`src/rtl/sysctrl_bank.sv`:
```
// sysctrl_bank: MCU-to-FPGA system control byte-stream parser.
// Provides core status/ID, LEDs, RGB colour, buttons, interrupts and a
// parametrised bank of 8-bit config slots driven from the MCU link.
// Optional feature macro: SYSCTRL_CFG_READBACK_EN enables CMD 6 (config slot
// readback). When it is undefined, CMD 6 is handled as an unknown command.
module sysctrl_bank #(
    parameter logic [7:0]          CORE_ID  = 8'h02,
    parameter int unsigned         NUM_CFG  = 32,
    parameter logic [NUM_CFG*8-1:0] CFG_INIT = '0,
    parameter int unsigned         NUM_LED  = 2,
    parameter int unsigned         NUM_BTN  = 2
) (
    input  logic                 clk,
    input  logic                 reset_n,
    input  logic                 data_in_strobe,
    input  logic                 data_in_start,
    input  logic [7:0]           data_in,
    output logic [7:0]           data_out,
    output logic                 int_out_n,
    input  logic [7:0]           int_in,
    output logic [7:0]           int_ack,
    input  logic [NUM_BTN-1:0]   buttons,
    output logic [NUM_LED-1:0]   leds,
    output logic [23:0]          color,
    output logic [NUM_CFG*8-1:0] cfg,
    output logic [NUM_CFG-1:0]   cfg_wr
);

    // Command codes carried in the first byte of a frame
    typedef enum logic [7:0] {
        CMD_STATUS = 8'h00,
        CMD_LEDS   = 8'h01,
        CMD_COLOR  = 8'h02,
        CMD_BTNS   = 8'h03,
        CMD_CFG_WR = 8'h04,
        CMD_INT    = 8'h05,
        CMD_CFG_RD = 8'h06
    } cmd_e;

    // Frame position: 0 = idle (no frame), 1..15 = byte index, saturating
    logic [3:0] state;
    logic [7:0] command;
    logic [7:0] ptr;
    logic       coldboot;

    logic [7:0] data_rev;
    logic [7:0] btn_ext;

    // Colour bytes arrive LSB-first; reverse so data_in[0] lands in the MSB
    always_comb begin
        data_rev = '0;
        for (int unsigned i = 0; i < 8; i++) begin
            data_rev[i] = data_in[7-i];
        end
    end

    // Zero-extend the button bank to a full reply byte
    always_comb begin
        btn_ext = '0;
        btn_ext[NUM_BTN-1:0] = buttons;
    end

`ifdef SYSCTRL_CFG_READBACK_EN
    logic [7:0] rd_byte;

    // Slot read mux; pointers beyond the bank read as zero
    always_comb begin
        rd_byte = '0;
        for (int unsigned n = 0; n < NUM_CFG; n++) begin
            if (ptr == 8'(n)) begin
                rd_byte = cfg[8*n +: 8];
            end
        end
    end
`endif

    // Interrupt request: any level source or an unacknowledged cold boot
    always_comb begin
        int_out_n = !((|int_in) | coldboot);
    end

    // Frame parser, register bank and registered outputs
    always_ff @(posedge clk) begin
        if (!reset_n) begin
            state    <= '0;
            command  <= '0;
            ptr      <= '0;
            coldboot <= 1'b1;
            data_out <= '0;
            leds     <= '0;
            color    <= '0;
            int_ack  <= '0;
            cfg_wr   <= '0;
            cfg      <= CFG_INIT;
        end else begin
            cfg_wr  <= '0;
            int_ack <= '0;
            if (int_ack[0]) begin
                coldboot <= 1'b0;
            end
            if (data_in_strobe) begin
                if (data_in_start) begin
                    command <= data_in;
                    state   <= 4'd1;
                end else if (state != 4'd0) begin
                    if (state != 4'd15) begin
                        state <= state + 4'd1;
                    end
                    data_out <= 8'h00;
                    case (command)
                        CMD_STATUS: begin
                            case (state)
                                4'd1:    data_out <= 8'h5C;
                                4'd2:    data_out <= 8'h42;
                                4'd3:    data_out <= CORE_ID;
                                4'd4:    data_out <= 8'(NUM_CFG);
                                default: data_out <= 8'h00;
                            endcase
                        end
                        CMD_LEDS: begin
                            if (state == 4'd1) begin
                                leds <= data_in[NUM_LED-1:0];
                            end
                        end
                        CMD_COLOR: begin
                            case (state)
                                4'd1:    color[15:8]  <= data_rev;
                                4'd2:    color[7:0]   <= data_rev;
                                4'd3:    color[23:16] <= data_rev;
                                default: ;
                            endcase
                        end
                        CMD_BTNS: begin
                            data_out <= btn_ext;
                        end
                        CMD_CFG_WR: begin
                            if (state == 4'd1) begin
                                ptr <= data_in;
                            end else begin
                                // Only in-range pointers match a slot; the pointer
                                // advances (and wraps) even when the write is dropped.
                                for (int unsigned n = 0; n < NUM_CFG; n++) begin
                                    if (ptr == 8'(n)) begin
                                        cfg[8*n +: 8] <= data_in;
                                        cfg_wr[n]     <= 1'b1;
                                    end
                                end
                                ptr <= ptr + 8'd1;
                            end
                        end
                        CMD_INT: begin
                            if (state == 4'd1) begin
                                int_ack <= data_in;
                            end
                            data_out <= {int_in[7:1], coldboot};
                        end
`ifdef SYSCTRL_CFG_READBACK_EN
                        CMD_CFG_RD: begin
                            if (state == 4'd1) begin
                                ptr <= data_in;
                            end else begin
                                data_out <= rd_byte;
                                ptr      <= ptr + 8'd1;
                            end
                        end
`endif
                        default: data_out <= 8'h00;
                    endcase
                end
            end
        end
    end

endmodule
```
`config.mk`:
```
export PLATFORM = sky130hd
export DESIGN_NAME = sysctrl_bank
export DESIGN_NICKNAME = d
export VERILOG_FILES = /design/src/rtl/sysctrl_bank.sv
export SDC_FILE = /design/constraint.sdc
export NUM_CORES = 1
export LEC_CHECK = 0
export ABC_AREA = 1
export CAP_MARGIN = 25
export CORE_MARGIN = 3
export CORE_UTILIZATION = 50
export DETAILED_ROUTE_END_ITERATION = 10
export MAX_ROUTING_LAYER = met4
export PLACE_DENSITY = 0.8
export SETUP_SLACK_MARGIN = 0.02
export SLEW_MARGIN = 10
export SYNTH_ARGS = -nofsm -noshare
export SYNTH_HDL_FRONTEND = slang
export SYNTH_SLANG_ARGS = --single-unit
```
`constraint.sdc`:
```
create_clock -name clk -period 3.9 [get_ports clk]
set_clock_uncertainty 0.1 [all_clocks]
set_input_delay 0.78 -clock clk [delete_from_list [all_inputs] [get_ports clk]]
set_output_delay 0.78 -clock clk [all_outputs]
set_load 0.005 [all_outputs]
```
==> After elaboration in Yosys (flattened, before gate mapping) <==
Index checks and enable logic that the tools add are counted.
{ "totals": {"ff_bits": 351, "input_bits": 22} }
{ "classes": {"n_addsub": 2, "n_eq_ne": 41, "n_mux": 38, "n_bitwise": 8, "n_reduce_logical": 49} }
{ "ops": {"columns": ["op", "n"], "rows": [
  ["AND reduction 6 bit", 32],
  ["equality test 8 x 5 -> 1 bit (second input constant)", 16],
  ["equality test 8 x 4 -> 1 bit (second input constant)", 8],
  ["equality test 8 x 3 -> 1 bit (second input constant)", 6],
  ["equality test 8 x 2 -> 1 bit (second input constant)", 4],
  ["2-to-1 mux 1 bit", 32],
  ["case mux 7 bit (4 select lines)", 1],
  ["case mux 8 bit (3 select lines)", 1],
  ["AND reduction 5 bit", 4],
  ["equality test 8 x 1 -> 1 bit (second input constant)", 2],
  ["logical NOT 8 bit", 2],
  ["2-to-1 mux 4 bit", 3],
  ["OR reduction 6 bit", 2],
  ["adder 8 x 1 -> 8 bit (second input constant)", 1],
  ["equality test 4 x 2 -> 1 bit (second input constant)", 2],
  ["2-to-1 mux 8 bit", 1],
  ["OR reduction 8 bit", 1],
  ["NOT 1 bit", 7],
  ["AND reduction 3 bit", 2],
  ["adder 4 x 1 -> 4 bit (second input constant)", 1],
  ["equality test 4 x 1 -> 1 bit (second input constant)", 1],
  ["equality test 4 x 3 -> 1 bit (second input constant)", 1],
  ["!= test 4 bit (second input constant)", 1],
  ["AND reduction 4 bit", 1],
  ["other kinds (5)", 6]
]} }

==> Logic depth before layout (Yosys ltp) <==
Gate-level depths: netlist of run 1.
{ "logic_depth": {"depth_word": 4, "ltp_mapped": 12, "ltp_nobuf": 10} }

==> Worst setup path after synthesis of run 1 <==
Ideal clock, no wire load.
{ "synth_path": {"path_kind": "in2out", "startpoint": "input port int_in[5]", "endpoint": "output port int_out_n", "t_arrival_ns": 1.273, "slack_ns": 1.747, "stages": 3, "path_buffers": 0, "cell_sequence": "nor4_1 nand3_1 nor3_1"} }
{ "synth_between": {"elab_chain_len": 3} }
{ "synth_lines": {"columns": ["element", "line_no", "source"], "rows": [
  ["start: declaration", "20", "input logic [7:0] int_in,"],
  ["OR reduction 8 bit", "79", "int_out_n = !((|int_in) | coldboot);"],
  ["bitwise OR 1 bit", "79", null],
  ["logical NOT 1 bit", "79", null],
  ["end: declaration", "19", "output logic int_out_n,"]
]} }
No other way between the ends.

==> Worst setup path after layout of run 1 <==
Ends and elaborated chain as after synthesis.

==> results.py, run 1 <==
metrics = {
    "grt": {
        "grt_pass1_vias": 13367,
        "grt_use_total_pct": 28.8,
        "grt_pass1_wl_mm": 71.1,
        "grt_max_degree": 160,
        "antenna_found_initial": 1,
        "overflow": 0,
    },
    "power": {
        "peakVddDrop_mv": 0.304,
        "p_per_area_nw_per_um2": 377,
        "p_leak_uw": 0.00839,
    },
    "sta": {
        "fin_crit_sh_pct": 82.5,
        "fin_crit_ns": 3.22,
        "setup_violations": 0,
        "slew_violations": 0,
        "max_slew.worst_pin.slew_ns": 1.01,
        "slew_headroom_pct": 32.3,
        "hold_viol": 0,
        "fmax_mhz": 311,
        "setup_tns_ns": 0,
        "rsz0062_at_grt": "false",
    },
    "die": {
        "initial_core_util_pct": 51.4,
        "num_rows": 62,
        "ios": 353,
        "chipHeight_um": 179,
        "dieArea_um2": 32000,
        "core-area_um2": 29100,
        "die_x_um": 179,
    },
    "status": {
        "outcome": "finished clean",
    },
    "drt": {
        "ant_nets": 0,
        "drt_wl_total_mm": 45.9,
        "num_vias": 14022,
        "viasPerCell": 4.88,
        "drtIter0Drc": 1265,
        "drc": 0,
        "wl_per_cell_um": 16.0,
        "drt-pass1-iter-count": 5,
    },
    "setup_path": {
        "worstPathCellList": "clkdlybuf4s50_1 > nor4_1 > nand3_1 > nor3_1 > clkdlybuf4s50_1",
        "cp_max_fo": 2,
        "slowest_stage": "clkdlybuf4s50_1",
        "crit_path_frequent_cell": "clkdlybuf4s50_1",
        "worstPathRequired_ns": 3.02,
        "slowest_delay_ns": 0.53,
        "crit_buf_inv": 2,
        "worstSetupStartpointType": "input port",
        "crit_family": "buffers and inverters",
        "end_kind": "output port",
        "critPathArrivalTime_ns": 2.34,
        "criticalPathCategory": "in2out",
    },
    "clock_tree": {
        "cts_made_buffers": 37,
        "clock_path_buffers": 3,
        "clk_pin_slew_ns": 0.06,
        "cts_hold_buf": 0,
        "clk_latency_ns": 0.52,
        "clock-sinks": 351,
        "post_cts.repair.setup_buffers": 0,
        "cts_max_level": 2,
        "cts_root_buf": "clkbuf_16",
        "ctsResizeCount": 0,
        "cts_tree": "yes",
    },
    "cells_and_area": {
        "area_delta_synth_final_pct": 31.4,
        "utilization_pct": 67.6,
        "nets": 2489,
        "drive_gt1_share_pct": 5.79,
    },
    "yosys": {
        "syn-cell-area_um2": 15000,
        "ys_warn_count": 0,
        "synth_edf_count": 0,
        "yosysMostFrequentCell": "nand2_1",
        "yosysSeqAreaShare_pct": 47.0,
        "yosys.area.top_type": "dfxtp_1",
        "synth.area.top_cells": "dfxtp_1, nand2_1, nor2_1",
        "synthTopCellsByCount": "nand2_1, nor2_1, dfxtp_1, inv_1, o21ai_1",
        "synth_fp_nets": 2182,
        "async_flop_share_pct": 0,
        "synthFlopType": "dfxtp_1",
        "synth_cell_types": 32,
        "syn_inst": 2152,
        "postSynthAreaPerCell_um2": 6.95,
        "synth_top_area_share_pct": 47.0,
        "yosys_register_bits": 351,
    },
    "place": {
        "hpwl_mm": 31.2,
        "gp_congestion": 0.882,
        "io_buffers": 352,
    },
    "run": {
        "maxCapViolCount": 0,
    },
    "min_path": {
        "hold_class": "reg2reg",
    },
}
==> worst reg2reg max path: stages, from the launching register on <==
cell,delay [ns]
dfxtp_1,0.33
nor2_1,0.18
nand3_1,0.58
inv_2,0.37
nand3_1,0.17
nor2_2,0.48
nand2_1,0.11
nand2_1,0.09
nor2_1,0.05
==> placed cells by master, fill, tap and decap left out, drive strengths merged <==
master,Yosys,routed
a21oi,38,38
buf,56,18
clkbuf,46,55
clkdlybuf4s50,0,351
clkinv,8,17
clkinvlp,0,2
dfxtp,351,351
diode,0,1
ha,8,8
inv,279,280
nand2,591,591
nand3,68,68
nand4,18,18
nor2,580,580
nor3,11,11
nor4,4,4
o21ai,92,92
or2,1,1
xor2,1,1
==> power by group <==
group | internal, µW | leakage, µW | switching (µW)
Clock | 2020 | 0.000599 | 1450
Sequential | 3590 | 0.00283 | 6.51
Combinational | 83.0 | 0.00497 | 258
Total | 5700 | 0.00839 | 1710
==> metal layers <==
layer / up-vias / track usage, % / share of wire (%)
met5: - / - / 0
met4: 0 / 11.8 / 4.3
met3: 121 / 6.04 / 8.5
met2: 574 / 47.2 / 47
met1: 6308 / 34.7 / 40
li1: 7019 / - / -
==> path summary, 6_finish.rpt <==
check / end / cells past startpoint / slack [ns] / start
setup reg to reg: cfg[147]$_SDFFE_PN0P_ / 8 / 1.32 / ptr[7]$_SDFFE_PN0P_
setup / recovery: int_out_n / 5 / 0.68 / int_in[5]
hold reg to reg: color[12]$_SDFFE_PN0P_ / 2 / 0.36 / color[12]$_SDFFE_PN0P_
hold / removal: color[12]$_SDFFE_PN0P_ / 2 / 0.36 / color[12]$_SDFFE_PN0P_
==> cell type report <==
cell class,count,area (µm²)
clock buffer,54,1130
timing repair buffer,370,3670
fill,2472,9440
clock inverter,12,72.6
multi-input combinational,1412,6190
sequential,351,7030
tap,384,480
inverter,287,1080
antenna,1,2.50
==> sequential cells by signal, indices dropped and copies added, names as in the netlist, 4 cells and up <==
signal,cells
int_ack,8
color,24
state,4
data_out,8
cfg,256
cfg_wr,32
ptr,8
command,8
==> cells by family after synthesis <==
group,Yosys count,share of synthesized area [%]
buffers and inverters,389,11.6
and+or+nand+nor,1273,36.3
DFF,351,47.0
AOI/OAI and AO/OA,130,4.35
xor gates and xnor gates,1,0.0586
adders and majority gates,8,0.669
==> per-stage QoR <==
step	hold WS (ns)	setup slack (ns)	std cells	area (µm²)	power [µW]
6_report	0.365	0.683	2871	19700	7410
3_5_place_dp	0.354	0.668	2804	18400	4020
5_1_grt	0.384	0.650	2871	19700	7620
2_1_floorplan	0.345	1.75	2152	15000	3910
4_1_cts	0.364	0.697	2870	19700	7450
3_3_place_gp	0.350	0.752	2804	18400	4010
No activity file was read; power rests on OpenSTA's default activity.
==> run 2, diff against run 1 <==
==> constraint.sdc (replaced) <==
create_clock -name clk -period 3.25 [get_ports clk]
set_clock_uncertainty 0.1 [all_clocks]
set_input_delay 0.65 -clock clk [delete_from_list [all_inputs] [get_ports clk]]
set_output_delay 0.65 -clock clk [all_outputs]
set_load 0.005 [all_outputs]
==> run 2 against run 1 <==
Worst hold slack got worse by 0.011 ns. Routed wire length decreased by 0.70%. Largest cell class unchanged. Core utilization increased by 0.93 points. Combinational power increased by 22%. Global-route usage decreased by 0.41 points. Cell count increased by 0.52%.
==> results.py, run 2 (synthesis results as in run 1) <==
metrics = {
    "setup_path": {
        "end_kind": "output port",
        "worstPathRequired_ns": 2.50,
        "cp_max_fo": 2,
        "critPathArrivalTime_ns": 2.10,
        "worstSetupStartpointType": "input port",
        "criticalPathCategory": "in2out",
    },
    "sta": {
        "fmax_mhz": 350,
        "max_slew.worst_pin.slew_ns": 0.890,
        "slew_violations": 0,
        "setup_tns_ns": 0,
        "fin_crit_sh_pct": 87.8,
        "slew_headroom_pct": 40.3,
        "fin_crit_ns": 2.85,
        "hold_viol": 0,
        "setup_violations": 0,
        "rsz0062_at_grt": "false",
    },
    "status": {
        "outcome": "finished clean",
    },
    "power": {
        "peakVddDrop_mv": 0.416,
        "p_leak_uw": 0.00854,
        "p_per_area_nw_per_um2": 468,
    },
    "cells_and_area": {
        "fin_cells": 2886,
        "regMostFlops": "cfg",
        "n_fill_cell": 2408,
        "drive_gt1_share_pct": 6.32,
        "layout_common_cells": "nand2_1, nor2_1, dfxtp_1, clkdlybuf4s50_1, inv_1",
        "fin_area_um2": 19900,
        "largest_reg_flops": 256,
        "layout_commonest_cell": "nand2_1",
        "area_delta_synth_final_pct": 33.3,
        "nets": 2503,
        "reg_top3": "cfg: 256 flops, cfg_wr: 32 flops, color: 24 flops",
    },
    "drt": {
        "num_vias": 14114,
        "drc": 0,
        "drt_wl_total_mm": 45.5,
        "drt-pass1-iter-count": 6,
        "ant_nets": 0,
        "drtIter0Drc": 1084,
        "viasPerCell": 4.89,
        "wl_per_cell_um": 15.8,
    },
    "clock_tree": {
        "ctsResizeCount": 0,
        "cts_hold_buf": 0,
        "clock-sinks": 351,
        "clock_path_buffers": 3,
        "cts_root_buf": "clkbuf_16",
        "post_cts.repair.setup_buffers": 0,
        "cts_made_buffers": 38,
        "clk_latency_ns": 0.52,
        "cts_tree": "yes",
        "clk_pin_slew_ns": 0.06,
        "cts_max_level": 2,
    },
    "grt": {
        "antenna_found_initial": 2,
        "grt_pass1_wl_mm": 70.0,
        "grt_pass1_vias": 13245,
        "overflow": 0,
        "grt_use_total_pct": 28.4,
        "grt_max_degree": 169,
    },
    "die": {
        "ios": 353,
        "chipHeight_um": 179,
        "die_x_um": 179,
        "initial_core_util_pct": 51.4,
        "core-area_um2": 29100,
        "num_rows": 62,
        "dieArea_um2": 32000,
    },
    "place": {
        "hpwl_mm": 31.2,
        "dp.cells": 2817,
        "io_buffers": 352,
        "gp_congestion": 0.906,
        "dpl_cell_area_um2": 18600,
    },
    "min_path": {
        "hold_class": "in2reg",
    },
    "run": {
        "maxCapViolCount": 0,
    },
}
run 2: final timing paths:
path | from | endpoint | slack [ns] | cells after the start
setup reg to reg | state[1]$_SDFFE_PN0P_ | cfg[202]$_SDFFE_PN0P_ | 0.66 | 10
hold reg to reg | data_out[3]$_SDFFE_PN0P_ | data_out[3]$_SDFFE_PN0P_ | 0.37 | 2
setup / recovery | int_in[5] | int_out_n | 0.40 | 5
hold / removal | reset_n | cfg[237]$_SDFFE_PN0P_ | 0.35 | 3
run 2: per-stage QoR:
step / total power, µW / setup slack (ns) / hold slack [ns] / utilization (%)
finish: 9320 / 0.396 / 0.354 / 68.5
global route: 9600 / 0.308 / 0.369 / 68.5
CTS: 9380 / 0.402 / 0.338 / 68.5
detailed placement: 4820 / 0.284 / 0.362 / 63.8
global placement: 4810 / 0.365 / 0.351 / 63.8
floorplan: 4690 / 1.35 / 0.345 / -
run 2: cell type report:
class	count	area [µm²]	area share, %
Inverter	287	1080	5.41
Clock buffer	54	1150	5.80
Antenna cell	2	5.00	0.0251
Tap cell	384	480	2.41
Multi-Input combinational cell	1412	6190	31.1
Clock inverter	13	196	0.986
Sequential cell	351	7030	35.3
Timing Repair Buffer	383	3800	19.1
run 2: worst max-delay path, cell delays in order:
cell and delay [ns]:
clkdlybuf4s50_1 0.42, nor4_1 0.27, nand3_1 0.10, nor3_1 0.14
clkdlybuf4s50_1 0.52
run 2: layer usage:
layer	routed length, µm	share of wire [%]	track usage [%]
met2	21800	48	47.8
met4	1670	3.7	10.9
met3	4380	9.6	7.58
met5	0	0	-
met1	17700	39	32.4
run 2: power by group:
part	switching (µW)	internal, µW
registers	7.86	4310
logic	309	106
clock network	1720	2870
